## config.mk

```make
export PLATFORM = sky130hd
export DESIGN_NAME = mfcc_mel_filter_acc
export DESIGN_NICKNAME = d
export VERILOG_FILES = /design/src/rtl/mfcc_mel_filter_acc.sv
export SDC_FILE = /design/constraint.sdc
export NUM_CORES = 1
export LEC_CHECK = 0
export CORE_UTILIZATION = 55
export CTS_CLUSTER_DIAMETER = 150
export DETAILED_ROUTE_END_ITERATION = 10
export PLACE_DENSITY = 0.73
export SLEW_MARGIN = 20
export SYNTH_ARGS = -nofsm -noshare
export SYNTH_HDL_FRONTEND = slang
export SYNTH_SLANG_ARGS = --single-unit
```

## constraint.sdc

```tcl
create_clock -name clk_tb -period 14 [get_ports clk_tb]
set_input_delay 2.8 -clock clk_tb [delete_from_list [all_inputs] [get_ports clk_tb]]
set_output_delay 2.8 -clock clk_tb [all_outputs]
set_load 0.1 [all_outputs]
```

## src/rtl/mfcc_mel_filter_acc.sv

```systemverilog
// Mel-filterbank accumulator for one MFCC filter channel.
// Streams FFT-bin powers, addresses the mel-weight ROM with the bin index,
// multiplies each power by the returned weight and emits one saturating
// accumulated energy per frame. Three-edge datapath: accept/ROM read,
// multiply, accumulate. Backpressure lives only on pwr_ready, so the
// pipeline itself never stalls.
module mfcc_mel_filter_acc #(
  parameter int ADDR_WIDTH = 9,
  parameter int COEF_WIDTH = 8,
  parameter int PWR_WIDTH  = 32,
  parameter int ACC_WIDTH  = PWR_WIDTH + COEF_WIDTH + ADDR_WIDTH
) (
  input  logic                  clk_tb,
  input  logic                  tb_rst,
  input  logic                  pwr_valid,
  input  logic [PWR_WIDTH-1:0]  pwr_data,
  input  logic                  pwr_last,
  output logic                  pwr_ready,
  output logic [ADDR_WIDTH-1:0] rom_addr,
  input  logic [COEF_WIDTH-1:0] rom_rd_data,
  output logic                  mel_valid,
  output logic [ACC_WIDTH-1:0]  mel_data,
  input  logic                  mel_ready,
  output logic                  frame_err,
  output logic                  ovf_err
);
  localparam int STAGES = 2;
  localparam int PROD_W = PWR_WIDTH + COEF_WIDTH;
  // Sum is wide enough for both operands plus a carry, so saturation is
  // detected correctly even when ACC_WIDTH is narrower than the product.
  localparam int SUM_W  = ((ACC_WIDTH > PROD_W) ? ACC_WIDTH : PROD_W) + 1;
  localparam logic [ADDR_WIDTH-1:0] K_LAST  = '1;
  localparam logic [SUM_W-1:0]      ACC_MAX = {{(SUM_W-ACC_WIDTH){1'b0}}, {ACC_WIDTH{1'b1}}};

  typedef enum logic [1:0] {RUN = 2'd0, FLUSH = 2'd1, HOLD = 2'd2} state_t;

  state_t                 state_q, state_d;
  logic [ADDR_WIDTH-1:0]  k_q, k_d;
  logic                   accept, close_beat, len_err;
  logic [STAGES:1]        vld_pipe_q, close_pipe_q;
  logic [PWR_WIDTH-1:0]   s1_pwr_q;
  logic [PROD_W-1:0]      s2_prod_q, product;
  logic [ACC_WIDTH-1:0]   acc_q, mel_data_q, acc_next;
  logic [SUM_W-1:0]       sum;
  logic                   sat;
  logic                   frame_err_q, ovf_err_q;

  assign pwr_ready  = (state_q == RUN);
  assign mel_valid  = (state_q == HOLD);
  assign accept     = pwr_valid && pwr_ready;
  // Frame closes on pwr_last or when the bin counter is at its last index.
  assign close_beat = pwr_last || (k_q == K_LAST);
  // Short frame (last early) or long frame (no last at final bin).
  assign len_err    = pwr_last ^ (k_q == K_LAST);
  assign k_d        = close_beat ? '0 : k_q + 1'b1;
  assign rom_addr   = k_q;
  assign product    = PROD_W'(s1_pwr_q) * PROD_W'(rom_rd_data);
  assign sum        = SUM_W'(acc_q) + SUM_W'(s2_prod_q);
  assign sat        = (sum > ACC_MAX);
  assign acc_next   = sat ? '1 : sum[ACC_WIDTH-1:0];
  assign mel_data   = mel_data_q;
  assign frame_err  = frame_err_q;
  assign ovf_err    = ovf_err_q;

  // Frame-control state register.
  always_ff @(posedge clk_tb or posedge tb_rst) begin
    if (tb_rst) state_q <= RUN;
    else        state_q <= state_d;
  end

  // Next state: close accepted -> drain pipeline -> hold result until taken.
  always_comb begin
    state_d = state_q;
    case (state_q)
      RUN:     if (accept && close_beat) state_d = FLUSH;
      FLUSH:   if (vld_pipe_q[STAGES] && close_pipe_q[STAGES]) state_d = HOLD;
      HOLD:    if (mel_ready) state_d = RUN;
      default: state_d = RUN;
    endcase
  end

  // Front end: bin counter, length check, stage 1 and stage 2 registers.
  always_ff @(posedge clk_tb or posedge tb_rst) begin
    if (tb_rst) begin
      k_q          <= '0;
      frame_err_q  <= 1'b0;
      vld_pipe_q   <= '0;
      close_pipe_q <= '0;
      s1_pwr_q     <= '0;
      s2_prod_q    <= '0;
    end else begin
      vld_pipe_q   <= {vld_pipe_q[STAGES-1:1], accept};
      close_pipe_q <= {close_pipe_q[STAGES-1:1], accept && close_beat};
      if (accept) begin
        k_q      <= k_d;
        s1_pwr_q <= pwr_data;
        if (len_err) frame_err_q <= 1'b1;
      end
      if (vld_pipe_q[1]) s2_prod_q <= product;
    end
  end

  // Accumulator: saturating add, closing beat publishes and clears.
  always_ff @(posedge clk_tb or posedge tb_rst) begin
    if (tb_rst) begin
      acc_q      <= '0;
      mel_data_q <= '0;
      ovf_err_q  <= 1'b0;
    end else if (vld_pipe_q[STAGES]) begin
      if (sat) ovf_err_q <= 1'b1;
      if (close_pipe_q[STAGES]) begin
        mel_data_q <= acc_next;
        acc_q      <= '0;
      end else begin
        acc_q <= acc_next;
      end
    end
  end
endmodule

```

---- Word-level counts from Yosys, hierarchy flattened ----
Cells that the tools add are included.
W data, S select, Z words.
storage, ports and cells
  bits in registers ....................... 187
  word-level logic and storage cells ...... 37
operators by class
  add/subtract/negate cells ............... 2
  mux-type cells .......................... 7
  reductions and logical operators ........ 9
  equality and inequality tests ........... 6
  $mul .................................... 1
  magnitude comparators ................... 1
  bitwise operators ....................... 1
operator list
  cell                    number
  $mux W49                2
  $add A49 B40 Y50        1
  $gt A50 B49 Y1 const B  1
  $mul A32 B8 Y40         1
  $add A9 B1 Y9 const B   1
  $eq A9 B9 Y1 const B    1
  $mux W9                 1
  $mux W2                 3
  $pmux W2 S3             1
  $reduce_and A2 Y1       3
  $ne A2 B1 Y1 const B    2
  $logic_and A1 B1 Y1     3
  $reduce_and A3 Y1       1
  $eq A2 B1 Y1 const B    1
  $eq A2 B2 Y1 const B    1
  $logic_not A2 Y1        1
  $ne A2 B2 Y1 const B    1
  $logic_or A1 B1 Y1      1
  $xor A1 B1 Y1           1

---- Longest topological paths before layout ----
  depth in word-level cells ............... 5
  depth in mapped cells ................... 20
  depth with buffers taken out ............ 19

---- Least setup slack after synthesis ----
No wires, ideal clock.
  path type ............................... input to register
  from .................................... input rom_rd_data[7]
  to ...................................... register s2_prod_q[29]
  data arrival time ....................... 7.459 ns
  setup time .............................. 0.125 ns
  stages on the path ...................... 18
  setup slack ............................. 6.416 ns
  path through ............................ clkbuf_1 -> and2_1 -> fa_1 -> fa_1 -> fa_1 -> inv_1 -> fa_1 -> inv_1 -> ha_1 -> nand2_1 -> o21ai_0 -> or3b_2 -> o211ai_2 -> nand3_1 -> a2111oi_1 -> o41ai_1 -> xnor2_1 -> mux2_2
between the ends
  word-level cells in the longest chain between the ends .. 1
ends and longest elaborated chain
  element               line  RTL
  start, declared       20    input logic [COEF_WIDTH-1:0] rom_rd_data,
  $mul A32 B8 Y40       57    assign product = PROD_W'(s1_pwr_q) * PROD_W'(rom_rd_data);
  end signal, assigned  99    if (vld_pipe_q[1]) s2_prod_q <= product;
  end, declared         42    logic [PROD_W-1:0] s2_prod_q, product;
No other way between the ends.
A chain may end at the register's enable or synchronous reset.

---- Worst setup path in the final report ----
  from .................................... input rom_rd_data[6]
  to ...................................... register s2_prod_q[29]
The elaborated chain is that of the path after synthesis.

==> out/metrics.cfg <==
[synthesis]
synth_cells=1970
synth-seq-area-share_pct=26.3
synth_nets=2299
synth_ff_type=dfrtp_1
synth_warnings=0
synth_edf_count=0
syn_avg_cell_area_um2=9.02
syn_area_mm2=0.0178
synthArstFlopShare_pct=100
synth.ff_latch_count=187
synth_cell_types=80

[placed_design]
port-buffer-count=106
gp_congestion=0.907
hpwlAfterDp_um=31000

[sta]
fmax_mhz=121
clock_skew_ps=16.6
setup_viol=0
setup_tns_ps=0
maxSlewHeadroom_pct=34.3
finalCritPeriodShare_pct=59.2
rsz0062_at_grt=false
hold_viol_final=0
tightest_slew_ps=982
min_period_ps=8290
maxSlewViolCount=0

[setup_path]
path_buf_inv=5
worstPathArrival_ps=8640
critical_path_peak_fanout=32
critPathMaxStageDelay_ps=600
crit_cells=20
reg2reg_to=s2_prod_q[29]
timing.rr.start=s1_pwr_q[0]
critPathSlowestCell=a2111oi_1
crit_chain=clkdlybuf4s50_1 > buf_4 > nand2_1 > fa_1 > fa_1 > inv_1 > fa_1 > inv_1 > fa_1 > inv_1 > ha_1 > o211ai_1 > a21oi_1 > o21ai_0 > o211ai_2 > nand3_1 > a2111oi_1 > o41ai_1 > xnor2_1 > mux2_2
r2r_cells=18
worst-setup-path-type=primary input to flip-flop
critPathRequiredTime_ps=14350
reg2reg_slack_ps=8230
end_kind=flip-flop
critical_path.top_delay_family=adder cells
crit_start=rom_rd_data[6]
cp_common_cell=fa_1
start_kind=primary input
endpoint=s2_prod_q[29]

[floorplanning]
dieHeight_um=182
die_x_um=182
die_area_mm2=0.0330
boundaryPins=107
start_util_pct=56.2
num_rows=65
core_area_mm2=0.0316

[route]
viasPerCell=5.70
dr.pass1.iters=5
vias=13888
post_drt_wl_per_cell_um=17.0
ant_nets=0
routed_wl_um=41400
drtIter0Drc=773
drc=0

[grt]
antenna_found_initial=0
grt_max_degree=114
grt_overflow=0
grt_pass1_vias=14974
grt_use_total_pct=27.3
grt_pass1_wl_um=72500

[cts]
cts_hold_buf=0
cts_resized=0
path_clk_slew_ps=90
cts_tree=built
clk-insertion-delay-late_ps=460
clock-root-buffer=clkbuf_16
postCtsSetupBuffers=0
cts-buffers-inserted=17
clock_sinks=187
h-tree-depth=4
clk_path_buf_depth=2

[finish]
drive_above_1_share_pct=4.97
fill_cells=2719
area_growth_pct=10.7
nets=2349
num_antenna_cells=0
layout_commonest_cell=nand2_1
mostFrequentLayoutCells=nand2_1, inv_1, and2_1

[run]
max_cap_violations=0

[hold_path]
min_path_type=flip-flop to flip-flop

[status]
outcome=complete, no violations

==> cell usage after synthesis (9+ instances only) <==
master | count | area share (%)
o2bb2ai_1 | 31 | 1.5
o31ai_1 | 13 | 0.55
clkbuf_1 | 75 | 1.6
buf_2 | 10 | 0.28
nand2b_1 | 10 | 0.35
mux2_2 | 28 | 1.8
inv_1 | 213 | 4.5
a21oi_1 | 91 | 2.6
nor2b_1 | 9 | 0.32
nand2_1 | 267 | 5.6
fa_1 | 181 | 20
o21bai_1 | 13 | 0.55
a211oi_1 | 10 | 0.42
nand4_1 | 11 | 0.39
xor2_1 | 32 | 1.6
and3_1 | 18 | 0.63
o21ai_0 | 99 | 2.8
nand3_1 | 34 | 0.96
nor3_1 | 18 | 0.51
nor2_1 | 110 | 2.3
ha_1 | 103 | 7.3
o21a_1 | 10 | 0.42
and2_1 | 209 | 7.4
dfrtp_1 | 187 | 26
xnor2_1 | 39 | 1.9
a21o_1 | 36 | 1.5
==> flip-flops by register name, summed over array words and instances, names as in the netlist <==
register,flops
ovf_err,1
state_q,2
vld_pipe_q,2
frame_err,1
rom_addr,9
acc_q,49
mel_data,49
s1_pwr_q,32
s2_prod_q,40
close_pipe_q,2
==> cells by family after synthesis <==
kind of cell               Yosys count  share of synthesized area (%)
buffers and inverters              301                           6.48
AOI/OAI and AO/OA                  374                           14.1
muxes                               32                           2.00
and+or+nand+nor                    721                           20.0
adders and majority gates          284                           27.6
xor gates and xnor gates            71                           3.50
DFF                                187                           26.3
==> layout make-up <==
cell class / instances / area [µm²] / share of cell area, %
Tap cell: 402 / 503 / 2.56
Clock buffer: 19 / 443 / 2.25
Inverter: 214 / 811 / 4.12
Multi-Input combinational cell: 1482 / 11900 / 60.8
Timing Repair Buffer: 118 / 1130 / 5.75
Sequential cell: 187 / 4680 / 23.8
Clock inverter: 13 / 148 / 0.751
==> through the flow <==
step / instances / utilization, % / worst slack [ps] / cell area [µm²] / hold WS [ps]
after floorplan: 1970 / - / 6110 / 17800 / 331
after global placement: 2403 / 60.3 / 4800 / 19100 / 335
after detailed placement: 2403 / 60.3 / 4670 / 19100 / 340
after CTS: 2435 / 62.2 / 5150 / 19700 / 360
after global routing: 2435 / 62.2 / 5390 / 19700 / 381
final: 2435 / 62.2 / 5710 / 19700 / 358
==> worst min-delay path by stage <==
stage / from / depth (start not counted) / end
finish: close_pipe_q[1] / 0 / close_pipe_q[2]
CTS: close_pipe_q[1] / 0 / close_pipe_q[2]
detailed placement: close_pipe_q[1] / 0 / close_pipe_q[2]
global placement: close_pipe_q[1] / 0 / close_pipe_q[2]
global route: close_pipe_q[1] / 0 / close_pipe_q[2]
floorplan: close_pipe_q[1] / 0 / close_pipe_q[2]
==> routing by layer <==
metal	wire length [µm]	GRT usage, %
met3	1330	3.55
met1	17900	34.0
met2	21000	48.3
met4	1120	10.4
met5	0	0
Power is left out: the tool's default activity adds up to more than one toggle a clock period on the data nets, which glitch-free logic cannot reach.
